`src/rtl/athena_audio_pkg.sv`:
```
// Shared widths, FSM encoding and output saturation helper for the audio mixer.
package athena_audio_pkg;

    localparam int unsigned AUD_W   = 16;
    localparam int unsigned GAIN_W  = 8;
    localparam int unsigned ACC_W   = 24;
    localparam int unsigned DC_FRAC = 8;
    // DC-blocker output carries one extra integer bit plus the guard fraction bits.
    localparam int unsigned YINT_W  = AUD_W + 1;
    localparam int unsigned Y_W     = YINT_W + DC_FRAC;
    localparam int unsigned PROD_W  = 34;
    localparam int unsigned SUM_W   = PROD_W + 1;

    localparam logic signed [SUM_W-1:0] SAT_HI = SUM_W'(2 ** (AUD_W - 1) - 1);
    localparam logic signed [SUM_W-1:0] SAT_LO = -SUM_W'(2 ** (AUD_W - 1));

    typedef enum logic [2:0] {IDLE, CH1, CH2, SUM, OUT} aud_state_t;

    typedef struct packed {
        logic             clamped;
        logic [AUD_W-1:0] value;
    } sat_t;

    // Clamp a wide signed sum into the 16-bit output range.
    function automatic sat_t sat_aud(input logic signed [SUM_W-1:0] v);
        sat_t r;
        r.clamped = 1'b0;
        r.value   = AUD_W'(v);
        if (v > SAT_HI) begin
            r.clamped = 1'b1;
            r.value   = AUD_W'(SAT_HI);
        end else if (v < SAT_LO) begin
            r.clamped = 1'b1;
            r.value   = AUD_W'(SAT_LO);
        end
        return r;
    endfunction

endpackage

```
`src/rtl/athena_dc_block.sv`:
```
// Single-pole DC blocker step: y = x - x_prev + y_prev - (y_prev >>> DC_K),
// with y kept in fixed point (DC_FRAC guard bits) and saturated to Y_W bits.
module athena_dc_block
    import athena_audio_pkg::*;
#(
    parameter int unsigned DC_K = 8
) (
    input  logic signed [AUD_W-1:0] x,
    input  logic signed [AUD_W-1:0] x_prev,
    input  logic signed [Y_W-1:0]   y_prev,
    output logic signed [Y_W-1:0]   y_next
);

    localparam int unsigned W = Y_W + 2;

    logic signed [ACC_W-1:0] dx;
    logic signed [W-1:0]     acc;

    // Difference, leak and saturation into the stored state width.
    always_comb begin
        dx  = ACC_W'(x) - ACC_W'(x_prev);
        acc = (W'(dx) <<< DC_FRAC) + W'(y_prev) - W'(y_prev >>> DC_K);
        if (!acc[W-1] && (|acc[W-2:Y_W-1])) begin
            y_next = {1'b0, {(Y_W-1){1'b1}}};
        end else if (acc[W-1] && !(&acc[W-2:Y_W-1])) begin
            y_next = {1'b1, {(Y_W-1){1'b0}}};
        end else begin
            y_next = acc[Y_W-1:0];
        end
    end

endmodule

```
`src/rtl/athena_audio_mixer.sv`:
```
// Two-channel mixer: per-channel DC removal and gain, sum, saturate, one output
// sample per strobe. One shared datapath is stepped through CH1/CH2/SUM/OUT.
module athena_audio_mixer
    import athena_audio_pkg::*;
#(
    parameter int unsigned DC_K      = 8,
    parameter int unsigned GAIN_FRAC = 5,
    parameter int unsigned DC_BYPASS = 0
) (
    input  logic                     i_clk,
    input  logic                     RESET,
    input  logic                     pause_cpu,
    input  logic signed [AUD_W-1:0]  snd1,
    input  logic signed [AUD_W-1:0]  snd2,
    input  logic                     sample,
    input  logic        [GAIN_W-1:0] gain1,
    input  logic        [GAIN_W-1:0] gain2,
    input  logic                     mute,
    output logic signed [AUD_W-1:0]  aud_l,
    output logic signed [AUD_W-1:0]  aud_r,
    output logic                     aud_valid,
    output logic                     clip
);

    aud_state_t state, state_next;

    logic                     sample_d;
    logic                     pending;
    logic                     rise_c;
    logic                     start_c;
    logic signed [AUD_W-1:0]  in1, in2;
    logic signed [AUD_W-1:0]  x_prev1, x_prev2;
    logic signed [Y_W-1:0]    y_prev1, y_prev2;
    logic signed [PROD_W-1:0] prod1, prod2;
    logic signed [SUM_W-1:0]  sum_r;

    logic                     sel2_c;
    logic signed [AUD_W-1:0]  dc_x_c, dc_xp_c;
    logic signed [Y_W-1:0]    dc_yp_c, y_next_c;
    logic        [GAIN_W-1:0] gain_c;
    logic signed [YINT_W-1:0] y_int_c;
    logic signed [PROD_W-1:0] prod_c;
    logic signed [SUM_W-1:0]  sum_c;
    sat_t                     sat_c;

    assign rise_c = sample & ~sample_d & ~pause_cpu;

    athena_dc_block #(.DC_K(DC_K)) u_dc (
        .x      (dc_x_c),
        .x_prev (dc_xp_c),
        .y_prev (dc_yp_c),
        .y_next (y_next_c)
    );

    // Strobe edge detect, sample capture and the single-entry pending flag.
    always_ff @(posedge i_clk or posedge RESET) begin
        if (RESET) begin
            sample_d <= 1'b0;
            pending  <= 1'b0;
            in1      <= '0;
            in2      <= '0;
        end else begin
            sample_d <= sample;
            if (rise_c) begin
                in1 <= snd1;
                in2 <= snd2;
            end
            if (rise_c) begin
                pending <= 1'b1;
            end else if (start_c) begin
                pending <= 1'b0;
            end
        end
    end

    // FSM state register.
    always_ff @(posedge i_clk or posedge RESET) begin
        if (RESET) begin
            state <= IDLE;
        end else begin
            state <= state_next;
        end
    end

    // FSM next state; a pass starts only from IDLE with a pending sample.
    always_comb begin
        state_next = state;
        start_c    = 1'b0;
        case (state)
            IDLE: begin
                if (pending) begin
                    state_next = CH1;
                    start_c    = 1'b1;
                end
            end
            CH1:     state_next = CH2;
            CH2:     state_next = SUM;
            SUM:     state_next = OUT;
            OUT:     state_next = IDLE;
            default: state_next = IDLE;
        endcase
    end

    // Shared datapath: channel mux, DC/bypass select, gain multiply, sum and saturation.
    always_comb begin
        sel2_c  = (state == CH2);
        dc_x_c  = sel2_c ? in2 : in1;
        dc_xp_c = sel2_c ? x_prev2 : x_prev1;
        dc_yp_c = sel2_c ? y_prev2 : y_prev1;
        gain_c  = sel2_c ? gain2 : gain1;
        if (DC_BYPASS != 0) begin
            y_int_c = YINT_W'(dc_x_c);
        end else begin
            y_int_c = YINT_W'(y_next_c >>> DC_FRAC);
        end
        prod_c = PROD_W'(y_int_c) * PROD_W'($signed({1'b0, gain_c}));
        sum_c  = (SUM_W'(prod1) + SUM_W'(prod2)) >>> GAIN_FRAC;
        sat_c  = sat_aud(sum_r);
    end

    // Per-channel DC state, products and the scaled sum.
    always_ff @(posedge i_clk or posedge RESET) begin
        if (RESET) begin
            x_prev1 <= '0;
            x_prev2 <= '0;
            y_prev1 <= '0;
            y_prev2 <= '0;
            prod1   <= '0;
            prod2   <= '0;
            sum_r   <= '0;
        end else begin
            case (state)
                CH1: begin
                    prod1   <= prod_c;
                    x_prev1 <= in1;
                    y_prev1 <= y_next_c;
                end
                CH2: begin
                    prod2   <= prod_c;
                    x_prev2 <= in2;
                    y_prev2 <= y_next_c;
                end
                SUM: sum_r <= sum_c;
                default: ;
            endcase
        end
    end

    // Output commit: mute, sticky clip flag and the valid pulse.
    always_ff @(posedge i_clk or posedge RESET) begin
        if (RESET) begin
            aud_l     <= '0;
            aud_r     <= '0;
            aud_valid <= 1'b0;
            clip      <= 1'b0;
        end else begin
            aud_valid <= (state == OUT);
            if (state == OUT) begin
                aud_l <= mute ? '0 : sat_c.value;
                aud_r <= mute ? '0 : sat_c.value;
                if (sat_c.clamped) begin
                    clip <= 1'b1;
                end
            end
        end
    end

endmodule

```
`config.mk`:
```
export PLATFORM = sky130hd
export DESIGN_NAME = athena_audio_mixer
export DESIGN_NICKNAME = d
export VERILOG_FILES = /design/src/rtl/athena_audio_pkg.sv /design/src/rtl/athena_dc_block.sv /design/src/rtl/athena_audio_mixer.sv
export SDC_FILE = /design/constraint.sdc
export NUM_CORES = 1
export LEC_CHECK = 0
export ABC_AREA = 1
export CORE_UTILIZATION = 48
export CTS_CLUSTER_DIAMETER = 40
export DETAILED_ROUTE_END_ITERATION = 10
export GPL_ROUTABILITY_DRIVEN = 0
export PLACE_DENSITY_LB_ADDON = 0.1
export SLEW_MARGIN = 30
export SYNTH_ARGS = -nofsm -noshare
export SYNTH_HDL_FRONTEND = slang
export SYNTH_SLANG_ARGS = --single-unit
```
`constraint.sdc`:
```
create_clock -name i_clk -period 28 [get_ports i_clk]
set_input_delay 2.8 -clock i_clk [delete_from_list [all_inputs] [get_ports i_clk]]
set_output_delay 2.8 -clock i_clk [all_outputs]
set_load 0.01 [all_outputs]
```
---- Word-level counts from Yosys, hierarchy flattened ----
Cells that the tools add are included.
word-level totals
  register bits ........................... 219
  input port bits ......................... 53
  output and inout port bits .............. 34
  logic and storage cells ................. 55
cells by class
  $add $sub $neg .......................... 4
  multiply operators ...................... 1
  magnitude comparators ................... 2
  equal/unequal tests ..................... 5
  mux-type cells .......................... 15
  bitwise operators ....................... 4
  reductions and logical operators ........ 9
operators by type and width
  operator                                                                count
  25-bit 2-to-1 mux                                                       3
  16-bit 2-to-1 mux                                                       3
  17-bit 2-to-1 mux                                                       2
  30-bit by 16-bit > comparator with 1-bit output, second input constant  1
  30-bit by 16-bit < comparator with 1-bit output, second input constant  1
  26-bit by 26-bit adder with 27-bit output                               1
  27-bit by 17-bit subtractor with 27-bit output                          1
  25-bit by 25-bit adder with 26-bit output                               1
  17-bit by 9-bit multiplier with 26-bit output                           1
  16-bit by 16-bit subtractor with 17-bit output                          1
  3-bit case mux with 4 select lines                                      1
  8-bit 2-to-1 mux                                                        1
  3-bit by 2-bit equality test with 1-bit output, second input constant   2
  1-bit 2-to-1 mux                                                        4
  2-bit AND reduction                                                     2
  3-bit by 1-bit equality test with 1-bit output, second input constant   1
  3-bit equality test, second input constant                              1
  3-bit logical NOT                                                       1
  3-bit 2-to-1 mux                                                        1
  1-bit AND                                                               2
  1-bit logical AND                                                       2
  1-bit logical NOT                                                       2
  2-bit inequality test, second input constant                            1
  1-bit inverter                                                          2
  other kinds (2)                                                         2

---- Logic depth before layout (Yosys ltp) ----
  depth after elaboration ................. 11
  depth in mapped cells ................... 61
  gate-level depth less buffers ........... 58

---- By module ----
Synthesis repeated with hierarchy kept, for this count alone.
second synthesis, totals
  cells, all modules ...................... 2,628
  area, all modules ....................... 18,859.3 µm²
modules (own cells, without submodules)
  module              instances  cells each  area an instance (µm²)  seq. area each (µm²)
  athena_audio_mixer  1          2,064       15,576.2                5,280.1
  athena_dc_block     1          564         3,283.1                 0.0

---- Worst setup path after synthesis ----
No wires, ideal clock.
  path kind ............................... reg2reg
  start point ............................. reg state[2]
  end point ............................... reg prod2[15]
  setup time .............................. 0.118 ns
  arrival time ............................ 9.419 ns
  data required time ...................... 27.882 ns
  setup slack ............................. 18.463 ns
  stages on the path, launching flop included .. 53
  buffers on the path ..................... 3
  clock period less this slack ............ 9.537 ns
  cell sequence ........................... dfrtp_1 > nor2_1 > inv_1 > nor2_4 > clkinv_1 > clkbuf_1 > clkbuf_1 > a21oi_1 > ha_1 > inv_1 > fa_1 > nand3_1 > nand3_1 > a31oi_1 > o21ai_0 > a21boi_0 > o21bai_1 > xor2_1 > (+17 left out) > nand2_2 > inv_2 > nor2_1 > fa_1 > inv_1 > fa_1 > inv_1 > fa_1 > fa_1 > ha_1 > nand2_1 > o21ai_0 > nor2_1 > o21bai_1 > a21boi_0 > or2_2 > nand3_1 > nand2_1
on the way
  cells in the longest elaborated chain, start to end .. 11
  elaborated cells on any way between the ends .. 17
  those cells by class .................... 3 x add/sub; 1 x mul; 1 x eq/ne; 6 x mux; 6 x reduce/logical
ends and longest elaborated chain
  what                                              RTL line                                              text
  start: declaration                                athena_audio_mixer.sv:25                              aud_state_t state, state_next;
  start signal: assignment                          athena_audio_mixer.sv:81                              state <= state_next;
  3-bit by 2-bit equality test with 1-bit output *  athena_audio_mixer.sv:106, athena_audio_mixer.sv:132
  16-bit 2-to-1 mux (on tied branches)              athena_audio_mixer.sv:107, athena_audio_mixer.sv:108
  16-bit by 16-bit subtractor with 17-bit output    athena_dc_block.sv:21                                 dx = ACC_W'(x) - ACC_W'(x_prev);
  25-bit by 25-bit adder with 26-bit output         athena_dc_block.sv:22                                 acc = (W'(dx) <<< DC_FRAC) + W'(y_prev) - W'(y_prev >>> DC_K);
  27-bit by 17-bit subtractor with 27-bit output    athena_dc_block.sv:22
  2-bit AND reduction                               athena_dc_block.sv:25                                 end else if (acc[W-1] && !(&acc[W-2:Y_W-1])) begin
  1-bit logical NOT                                 athena_dc_block.sv:25
  1-bit logical AND                                 athena_dc_block.sv:25
  25-bit 2-to-1 mux                                 athena_dc_block.sv:25
  25-bit 2-to-1 mux                                 athena_dc_block.sv:23                                 if (!acc[W-1] && (|acc[W-2:Y_W-1])) begin
  17-bit by 9-bit multiplier with 26-bit output     athena_audio_mixer.sv:116                             prod_c = PROD_W'(y_int_c) * PROD_W'($signed({1'b0, gain_c}));
  end signal: assignment                            athena_audio_mixer.sv:139                             prod2 <= prod_c;
  end: declaration                                  athena_audio_mixer.sv:34                              logic signed [PROD_W-1:0] prod1, prod2;
Every way passes the cells marked *; elsewhere a longest branch is shown, timed or not.
A chain may end at the register's enable or synchronous reset.

---- Worst setup path in the final report ----
  start point ............................. reg state[2]
  end point ............................... reg prod1[22]
on the way
  cells in the longest elaborated chain, start to end .. 11
  elaborated cells on any way between the ends .. 18
  those cells by class .................... 3 x add/sub; 1 x mul; 2 x eq/ne; 6 x mux; 6 x reduce/logical
ends and longest elaborated chain
  what                                            RTL line                                              text
  3-bit by 2-bit equality test with 1-bit output  athena_audio_mixer.sv:106                             sel2_c = (state == CH2);
  16-bit 2-to-1 mux (on tied branches)            athena_audio_mixer.sv:107, athena_audio_mixer.sv:108
  16-bit by 16-bit subtractor with 17-bit output  athena_dc_block.sv:21
  25-bit by 25-bit adder with 26-bit output       athena_dc_block.sv:22
  27-bit by 17-bit subtractor with 27-bit output  athena_dc_block.sv:22
  2-bit AND reduction                             athena_dc_block.sv:25
  1-bit logical NOT                               athena_dc_block.sv:25
  1-bit logical AND                               athena_dc_block.sv:25
  25-bit 2-to-1 mux                               athena_dc_block.sv:25
  25-bit 2-to-1 mux                               athena_dc_block.sv:23
  17-bit by 9-bit multiplier with 26-bit output   athena_audio_mixer.sv:116
  end signal: assignment                          athena_audio_mixer.sv:134                             prod1 <= prod_c;
  end: declaration                                athena_audio_mixer.sv:34
Parallel ways exist; a longest one is shown, timed or not.

==> flow_metrics.py <==
metrics = {
    "status": {
        "status": "complete, no violations",
    },
    "synth": {
        "synth_enable_flop_cells": 0,
        "synthCells": 2465,
        "yosysTopAreaCellShare_pct": 28.8,
        "synth_top_area_cell": "dfrtp_1",
        "yosys-top-cells-area": "dfrtp_1 (29%), nand2_1 (14%), fa_1 (12%), ha_1 (9.5%), inv_1 (7.4%)",
        "synthMostInstantiatedCell": "nand2_1",
        "ys_seq_area_share_pct": 28.8,
        "yosysUniqueCellTypes": 54,
        "synth_area_per_cell_um2": 7.44,
        "netlist_top_cells_count": "nand2_1 (662), inv_1 (363), dfrtp_1 (211)",
        "synthesis.area_mm2": 0.0184,
        "postSynth.asyncResetShare_pct": 100,
        "synthFlopType": "dfrtp_1",
        "yosysWarningCount": 0,
        "synth_fp_nets": 2768,
        "ys_ff_latch": 211,
    },
    "global_route": {
        "grt_pass1_vias": 15710,
        "grt_max_degree": 143,
        "grt_pass1_wl_mm": 80.4,
        "grt.total_usage_pct": 25.8,
        "gr-total-overflow": 0,
        "antenna_found_initial": 0,
    },
    "cells_and_area": {
        "num-fill-cells": 3658,
        "fin_area_mm2": 0.0210,
        "area_growth_syn_to_layout_pct": 14.7,
        "nets": 2828,
        "multi_input_area_mm2": 0.0113,
        "n_antenna_cell": 0,
        "drive_above_1_share_pct": 6.57,
        "ff_latch_area_mm2": 0.00528,
    },
    "placed_design": {
        "placed_cell_area_mm2": 0.0196,
        "io_buffers": 86,
        "hpwl_mm": 37.0,
    },
    "cts": {
        "cts-root-buf": "clkbuf_16",
        "numCtsBuffers": 40,
        "clkLatencyLatePin_ns": 0.57,
        "clockBufferDepth": 3,
        "cts.sinks": 211,
        "cts_setup_buffers": 0,
        "cts_resized": 0,
        "clk_pin_slew_ns": 0.06,
        "tritoncts": "done",
        "cts_hold_buf": 0,
        "htree_levels": 2,
    },
    "route": {
        "top_layer": "met4",
        "vias_per_cell": 5.26,
        "num_vias": 16126,
        "wirelength_mm": 47.3,
        "wl_met1_mm": 23.1,
        "wl_met2_mm": 19.7,
        "drtIter0Drc": 1245,
        "dr.pass1.iters": 5,
        "wl_per_cell_um": 15.4,
        "antenna_left": 0,
        "drcViolationCount": 0,
        "met3_length_mm": 3.64,
    },
    "worst_setup_path": {
        "crit_type": "register to register",
        "path_max_fanout": 78,
        "crit_top_cell": "nand2_1",
        "slowest_stage": "nor4_1",
        "cp_data_arrival_time_ns": 12.39,
        "cp-end-kind": "register",
        "start_kind": "register",
        "max_stage_delay_ns": 0.67,
        "required_ns": 28.45,
    },
    "timing": {
        "worst_pin_slew_ns": 1.00,
        "hold-worst-slack_ns": 0.475,
        "hold_viol": 0,
        "finClkSkew_ns": 0.0204,
        "period_minus_slack_ns": 11.94,
        "tns_ns": 0,
        "final_max_slew_viol_count": 0,
        "max_freq_mhz": 83.8,
        "rsz0062_at_grt": "no",
        "period_share_pct": 42.6,
        "setup_viol": 0,
        "relSlewSlack_pct": 32.6,
    },
    "die": {
        "rows": 71,
        "initial_core_util_pct": 48.7,
        "core_mm2": 0.0377,
        "io_pins": 87,
        "dieArea_mm2": 0.0390,
        "die-width_um": 198,
        "die_h_um": 198,
    },
    "run": {
        "maxCapViolations": 0,
    },
    "min_path": {
        "hold_class": "register to register",
    },
}
area by class of cell:
class	instances	share of cell area [%]
repair buffers	98	4.54
inverters	380	6.85
flip-flops and latches	211	25.1
clock inverters	28	1.97
clock buffers	45	4.94
well taps	511	3.04
multi-input cells	1794	53.6
final timing paths:
check                              start          end  slack [ns]  cells after the start
max in group asynchronous          RESET  y_prev2[18]       24.04                      3
worst min register to register      clip         clip        0.47                      2
min in group asynchronous          RESET   y_prev1[5]        2.82                      2
worst max-delay path            state[2]    prod1[22]       16.06                     50
worst min-delay path                clip         clip        0.47                      2
worst max register to register  state[2]    prod1[22]       16.06                     50
registers in the layout, indices dropped and copies added, names as in the netlist, 22 cells and up:
name	flops
sum_r	22
prod1	26
y_prev1	25
prod2	26
y_prev2	25
cell families after synthesis:
kind of cell               synth area share, %
and+or+nand+nor                           23.9
buffers and inverters                     9.87
AOI/OAI and AO/OA                         11.8
adders and majority gates                 21.6
DFF                                       28.8
xor gates and xnor gates                  3.05
muxes                                    0.975
worst max-delay path, delay by kind of cell (launching register included):
family | cells | cell delay (ns)
AOI/OAI and AO/OA | 11 | 2.33
and+or+nand+nor | 22 | 4.06
DFF | 1 | 0.42
xor gates and xnor gates | 1 | 0.19
adders and majority gates | 9 | 3.56
buffers and inverters | 7 | 1.27
per-layer routing:
layer  global-route usage [%]  up-vias
met3                     5.38       62
met5                        0        -
met4                     6.00        0
met1                     38.0     7605
li1                         -     7931
met2                     38.5      528
cells in the final DEF (no fill, tap or decap), types with 40 or more instances in the layout:
| cell type | netlist | final |
|---|---|---|
| clkdlybuf4s50_1 | 0 | 86 |
| xor2_1 | 41 | 41 |
| dfrtp_1 | 211 | 211 |
| a21oi_1 | 121 | 121 |
| clkbuf_16 | 0 | 40 |
| inv_1 | 363 | 361 |
| nand3_1 | 92 | 92 |
| ha_1 | 139 | 139 |
| o21ai_0 | 197 | 197 |
| fa_1 | 111 | 111 |
| nor2_1 | 205 | 205 |
| nand2_1 | 662 | 662 |
stage by stage:
step                util (%)  worst slack [ns]  instances
global route            55.9             15.11       3067
finish                  55.9             16.06       3067
global placement        52.0             16.36       2994
floorplan                  -             18.46       2465
detailed placement      52.0             16.28       2994
CTS                     55.9             16.24       3067
Power is not shown: default switching activity piles up to over one toggle a cycle in this logic, so the estimate is an artifact.
